--- config.mk ---
export PLATFORM = sky130hd
export DESIGN_NAME = mips_bus_arbiter
export DESIGN_NICKNAME = d
export VERILOG_FILES = /design/src/rtl/mips_bus_pkg.sv /design/src/rtl/mips_bus_stall_timer.sv /design/src/rtl/mips_bus_arbiter.sv
export SDC_FILE = /design/constraint.sdc
export NUM_CORES = 1
export LEC_CHECK = 0
export CORE_MARGIN = 8
export CORE_UTILIZATION = 40
export DETAILED_ROUTE_END_ITERATION = 7
export PLACE_DENSITY_LB_ADDON = 0.05
export SLEW_MARGIN = 10
export SYNTH_ARGS = -nofsm -noshare
export SYNTH_HDL_FRONTEND = slang
export SYNTH_SLANG_ARGS = --single-unit
--- constraint.sdc ---
create_clock -name clk -period 2.7 [get_ports clk]
set_clock_uncertainty 0.1 [all_clocks]
set_input_delay 0.27 -clock clk [delete_from_list [all_inputs] [get_ports clk]]
set_output_delay 0.27 -clock clk [all_outputs]
set_load 0.01 [all_outputs]
--- src/rtl/mips_bus_pkg.sv ---
// Shared types and default parameters for the MIPS instruction/data bus arbiter.
package mips_bus_pkg;

  typedef enum logic [1:0] {
    IDLE  = 2'd0,
    BUSY  = 2'd1,
    RDATA = 2'd2,
    RESP  = 2'd3
  } state_e;

  typedef enum logic {
    PORT_I = 1'b0,
    PORT_D = 1'b1
  } port_e;

  localparam int unsigned TIMEOUT_CYCLES_DEF = 255;
  localparam logic [31:0] ERR_READDATA_DEF   = 32'hDEADBEEF;

endpackage

--- src/rtl/mips_bus_stall_timer.sv ---
// Counts slave stall cycles of the current transfer; expired fires in the
// stall cycle that brings the count to TIMEOUT_CYCLES.
module mips_bus_stall_timer
  import mips_bus_pkg::*;
#(
  parameter int unsigned TIMEOUT_CYCLES = TIMEOUT_CYCLES_DEF
) (
  input  logic clk,
  input  logic reset_n,
  input  logic clear,
  input  logic enable,
  output logic expired
);

  localparam int unsigned CW = $clog2(TIMEOUT_CYCLES + 1);
  localparam logic [CW-1:0] LAST = CW'(TIMEOUT_CYCLES - 1);

  logic [CW-1:0] r_count;

  always_ff @(posedge clk or negedge reset_n) begin
    if (!reset_n) begin
      r_count <= '0;
    end else if (clear) begin
      r_count <= '0;
    end else if (enable) begin
      r_count <= r_count + CW'(1);
    end
  end

  assign expired = enable && (r_count == LAST);

endmodule

--- src/rtl/mips_bus_arbiter.sv ---
// Arbitrates a MIPS fetch port and data port onto one Avalon-style memory slave,
// with alternating priority, a local zero-page read and a stall timeout.
//
// state | meaning
// IDLE  | waiting for a request; grants and registers the command
// BUSY  | strobe on the slave until accepted or timed out
// RDATA | slave read data valid, captured into the response register
// RESP  | one-cycle response to the granted port
module mips_bus_arbiter
  import mips_bus_pkg::*;
#(
  parameter int unsigned TIMEOUT_CYCLES = TIMEOUT_CYCLES_DEF,
  parameter logic [31:0] ERR_READDATA   = ERR_READDATA_DEF
) (
  input  logic        clk,
  input  logic        reset_n,
  input  logic [31:0] i_address,
  input  logic        i_read,
  output logic        i_waitrequest,
  output logic [31:0] i_readdata,
  input  logic [31:0] d_address,
  input  logic [31:0] d_writedata,
  input  logic        d_read,
  input  logic        d_write,
  input  logic [3:0]  d_byteenable,
  output logic        d_waitrequest,
  output logic [31:0] d_readdata,
  output logic [31:0] address,
  output logic [31:0] writedata,
  output logic        read,
  output logic        write,
  output logic [3:0]  byteenable,
  input  logic        waitrequest,
  input  logic [31:0] readdata,
  output logic        bus_error
);

  state_e      r_state, w_next;
  port_e       r_grant, r_last, w_port;
  logic        r_read, r_write, r_bus_error;
  logic [31:0] r_address, r_writedata, r_resp;
  logic [3:0]  r_byteenable;

  logic        w_req_i, w_req_d, w_pick_i, w_pick_d;
  logic        w_is_write, w_local;
  logic [31:0] w_addr;
  logic        w_timer_clear, w_timer_en, w_expired;

  // Contention goes to the port that was not granted last.
  always_comb begin
    w_req_i    = i_read;
    w_req_d    = d_read | d_write;
    w_pick_d   = w_req_d && (!w_req_i || (r_last == PORT_I));
    w_pick_i   = w_req_i && !w_pick_d;
    w_port     = w_pick_d ? PORT_D : PORT_I;
    w_addr     = w_pick_d ? d_address : i_address;
    w_is_write = w_pick_d && d_write;
    w_local    = !w_is_write && (w_addr == 32'h0);
  end

  always_ff @(posedge clk or negedge reset_n) begin
    if (!reset_n) begin
      r_state <= IDLE;
    end else begin
      r_state <= w_next;
    end
  end

  always_comb begin
    w_next = r_state;
    case (r_state)
      IDLE: begin
        if (w_pick_i || w_pick_d) begin
          w_next = w_local ? RESP : BUSY;
        end
      end
      BUSY: begin
        if (!waitrequest) begin
          w_next = r_write ? RESP : RDATA;
        end else if (w_expired) begin
          w_next = RESP;
        end
      end
      RDATA:   w_next = RESP;
      RESP:    w_next = IDLE;
      default: w_next = IDLE;
    endcase
  end

  assign w_timer_clear = (r_state == IDLE) && (w_next == BUSY);
  assign w_timer_en    = (r_state == BUSY) && waitrequest;

  mips_bus_stall_timer #(
    .TIMEOUT_CYCLES(TIMEOUT_CYCLES)
  ) u_stall_timer (
    .clk    (clk),
    .reset_n(reset_n),
    .clear  (w_timer_clear),
    .enable (w_timer_en),
    .expired(w_expired)
  );

  always_ff @(posedge clk or negedge reset_n) begin
    if (!reset_n) begin
      r_grant      <= PORT_I;
      r_last       <= PORT_D;
      r_read       <= 1'b0;
      r_write      <= 1'b0;
      r_address    <= '0;
      r_writedata  <= '0;
      r_byteenable <= '0;
      r_resp       <= '0;
      r_bus_error  <= 1'b0;
    end else begin
      r_bus_error <= 1'b0;
      case (r_state)
        IDLE: begin
          if (w_pick_i || w_pick_d) begin
            r_grant   <= w_port;
            r_last    <= w_port;
            r_address <= w_addr;
            if (w_local) begin
              r_resp <= '0;
            end else begin
              r_read       <= !w_is_write;
              r_write      <= w_is_write;
              r_writedata  <= w_is_write ? d_writedata : 32'h0;
              // An all-zero lane mask on a store means a full-word store.
              r_byteenable <= (w_is_write && (d_byteenable != 4'b0000)) ? d_byteenable : 4'b1111;
            end
          end
        end
        BUSY: begin
          if (!waitrequest) begin
            r_read  <= 1'b0;
            r_write <= 1'b0;
            r_resp  <= '0;
          end else if (w_expired) begin
            r_read      <= 1'b0;
            r_write     <= 1'b0;
            r_bus_error <= 1'b1;
            r_resp      <= ERR_READDATA;
          end
        end
        RDATA: begin
          r_resp <= readdata;
        end
        default: begin
        end
      endcase
    end
  end

  assign address    = r_address;
  assign writedata  = r_writedata;
  assign read       = r_read;
  assign write      = r_write;
  assign byteenable = r_byteenable;
  assign bus_error  = r_bus_error;

  assign i_waitrequest = !((r_state == RESP) && (r_grant == PORT_I));
  assign d_waitrequest = !((r_state == RESP) && (r_grant == PORT_D));
  assign i_readdata    = ((r_state == RESP) && (r_grant == PORT_I)) ? r_resp : 32'h0;
  assign d_readdata    = ((r_state == RESP) && (r_grant == PORT_D)) ? r_resp : 32'h0;

endmodule

==> impl_metrics.ini <==
[outcome]
status = finished, final reports clean

[grt]
grt_overflow_total = 0
grt_first_pass_wirelength_microns = 30010
grt_usage_pct = 20.37
grt_max_degree = 83
grt_pass1_vias = 5908
antenna_found_initial = 0

[timing]
min_period_ns = 2.547
rsz0062_at_grt = no
finalCritPeriodShare_pct = 94.34
slew_violations = 0
worst_pin_slew_ns = 0.7155
setup_slack_ns = 0.1529
fmax_ghz = 0.3926
final-setup-viol-count = 0
final_hold_viol_count = 0
slew_headroom_pct = 51.68

[yosys]
netlist_instances = 625
synth_top_flop_cell = dfrtp_1
syn_nets = 769
netlist_top_cells_count = nand2_1 (144), dfrtp_1 (114), o21ai_0 (70)
synthesis.area_sq_um = 5877
synth_top_area_share_pct = 48.54
yosysMostFrequentCell = nand2_1
ys_ff_latch = 115
synth-edff-count = 0
seq_area_frac_synth_pct = 48.99
ys_top_cells_by_area = dfrtp_1 (49%), nand2_1 (9.2%), mux2i_1 (6.8%)
avgSynthCellArea_sq_um = 9.403
yosysTopAreaCell = dfrtp_1
ys_warn_count = 0
yosys.cell_types.count = 47
synth-async-reset-ratio_pct = 100.0

[drt]
dr.pass1.iters = 4
drt_iter0_drc = 244
postRouteAntennaNets = 0
num_vias = 5599
drc = 0
wl_microns = 19590
vias_per_cell = 5.035
drt-wirelength-per-cell_microns = 17.62

[placed_design]
dp_cells = 1075
port-buffer-count = 274
dpl.hpwl_microns = 15040
preCtsSetupSlack_ns = -0.3414
post_dp_cell_area_sq_um = 8992
gp_congestion = 0.8702

[finish]
final_area_sq_um = 9638
fillers = 1171
drive_gt1_share_pct = 9.493
utilization_pct = 66.82
nets = 1058
finalNonFillerCells = 1112
syn_to_final_growth_pct = 64.00

[worst_hold_path]
min_path_type = input port to async pin

[setup_path]
cp_max_fo = 13
reg2reg_slack_ns = 0.24
worstSetupPathType = register to output port
crit_buf_inv = 3
crit_family = buffers and inverters
worstSetupEndpointType = output port
critPathLaunchType = register
required_ns = 2.33
crit_arrival_ns = 2.18
critPathMaxStageDelay_ns = 0.55
path_cells = ha_1 -> nor2b_4 -> buf_6 -> clkinv_2 -> nor2_1 -> clkdlybuf4s50_1
slowest_stage = clkdlybuf4s50_1

[floorplanning]
dieArea_sq_um = 18830
rows = 44
coreArea_sq_um = 14420
die_h_microns = 137.2
die_w_microns = 137.2
ios = 275
start_util_pct = 40.74

[clock_tree]
htreeDepth = 4
root_buffer = clkbuf_16
cts_tree = built
clock_sinks = 115
clock_path_buffers = 2
cts_buffers = 17
clock_latency_ns = 0.40
clk_pin_slew_ns = 0.05

[power]
power_mw = 9.805
cellLeakagePower_nw = 4.245
ir_drop_uv = 456.6
p_per_area_nw_per_um2 = 1017

[flow_run]
cap_viol_max_count = 0
-- sequential cells by signal, indices dropped and copies added (netlist names) --
register               cells
address                   32
bus_error                  1
byteenable                 4
r_grant                    1
r_last                     1
r_resp                    32
r_state                    2
read                       1
u_stall_timer.r_count      8
write                      1
writedata                 32
-- kinds of logic (layout without fill, tap and decap cells) --
family / count (synthesis) / in the layout / synth area share (%)
muxes: 65 / 65 / 11.60
adders and majority gates: 6 / 6 / 1.277
DFF: 115 / 115 / 48.99
other: 0 / 1 / 0
and+or+nand+nor: 263 / 263 / 20.35
xor gates and xnor gates: 7 / 7 / 1.043
AOI/OAI and AO/OA: 114 / 114 / 12.11
buffers and inverters: 55 / 357 / 4.620
-- metal layers --
metal / part of all wire [%] / track usage (%) / wire length [microns] / up-vias
met1: 40 / 22.25 / 7796 / 2639
met3: 9.7 / 8.570 / 1907 / 27
met4: 2.1 / 7.242 / 408 / 0
li1: - / - / - / 2712
met5: 0 / 0 / 0 / -
met2: 48 / 34.78 / 9478 / 221
-- worst register-to-register path: cells and delay by family, from the launching register on --
kind                   cells  cell delay, ns
AO/OA/AOI/OAI              3            0.65
flip-flops                 1            0.60
buffers and inverters      2            0.42
AND/OR/NAND/NOR            2            0.41
multiplexers               1            0.21
-- what timing repair did --
| action | 4_1_cts | 5_1_grt |
|---|---|---|
| hold endpoints to repair | 33 | 0 |
| setup buffers | 0 | 2 |
| gates cloned | 0 | 1 |
| gates resized for setup | 2 | 6 |
| hold buffers | 1 | 0 |
| setup endpoints to repair | 8 | 25 |
-- final timing paths --
| kind | from | endpoint | cells past startpoint |
|---|---|---|---|
| hold / removal | reset_n | r_resp[12] | 2 |
| setup reg to reg | r_last | r_resp[22] | 8 |
| setup / recovery | r_state[0] | i_readdata[22] | 6 |
| hold reg to reg | address[26] | address[26] | 2 |
| min in group clk | d_writedata[16] | writedata[16] | 3 |
| max in group asynchronous | reset_n | r_last | 3 |
-- per-stage QoR --
step | hold slack [ns] | setup TNS (ns)
floorplan | -0.1256 | 0
global placement | 0.1395 | -8.438
detailed placement | 0.1473 | -13.52
CTS | 0.2559 | 0
global route | 0.2837 | 0
finish | 0.2543 | 0
-- where the power goes --
part	total (mW)	leakage (nW)	internal, mW	switching, mW
logic	4.59	2.48	2.33	2.26
registers	3.01	1.49	2.53	0.479
clock network	2.20	0.278	1.41	0.797
-- cell usage in the layout (no fill, tap or decap), types with 3 or more instances in the layout --
master / Yosys / final
o21ai_0: 70 / 70
nor4_1: 11 / 10
xor2_1: 4 / 4
buf_4: 0 / 31
mux2i_1: 40 / 40
buf_12: 3 / 6
clkbuf_16: 0 / 17
and2_1: 26 / 26
clkdlybuf4s50_1: 0 / 272
xnor2_1: 3 / 3
clkinvlp_4: 0 / 4
clkinv_2: 0 / 4
mux2_2: 3 / 3
a21boi_0: 24 / 24
nor3_1: 5 / 5
mux2_1: 22 / 22
nand2_1: 144 / 142
nand4_1: 7 / 7
and3_1: 25 / 25
dfrtp_1: 114 / 113
nor2_1: 37 / 37
a22o_1: 4 / 4
inv_1: 11 / 11
ha_1: 6 / 6
-- final cells by class --
class                   instances  area (sq um)  share of cell area (%)
well taps                     184         230.2                   2.389
multi-input cells             455          2776                   28.81
inverters                      12         46.29                  0.4803
diodes                          1         2.502                 0.02596
clock inverters                12         131.4                   1.363
clock buffers                  20         456.7                   4.738
flip-flops and latches        115          2880                   29.88
repair buffers                313          3114                   32.31
No activity file was read; power rests on OpenSTA's default activity.
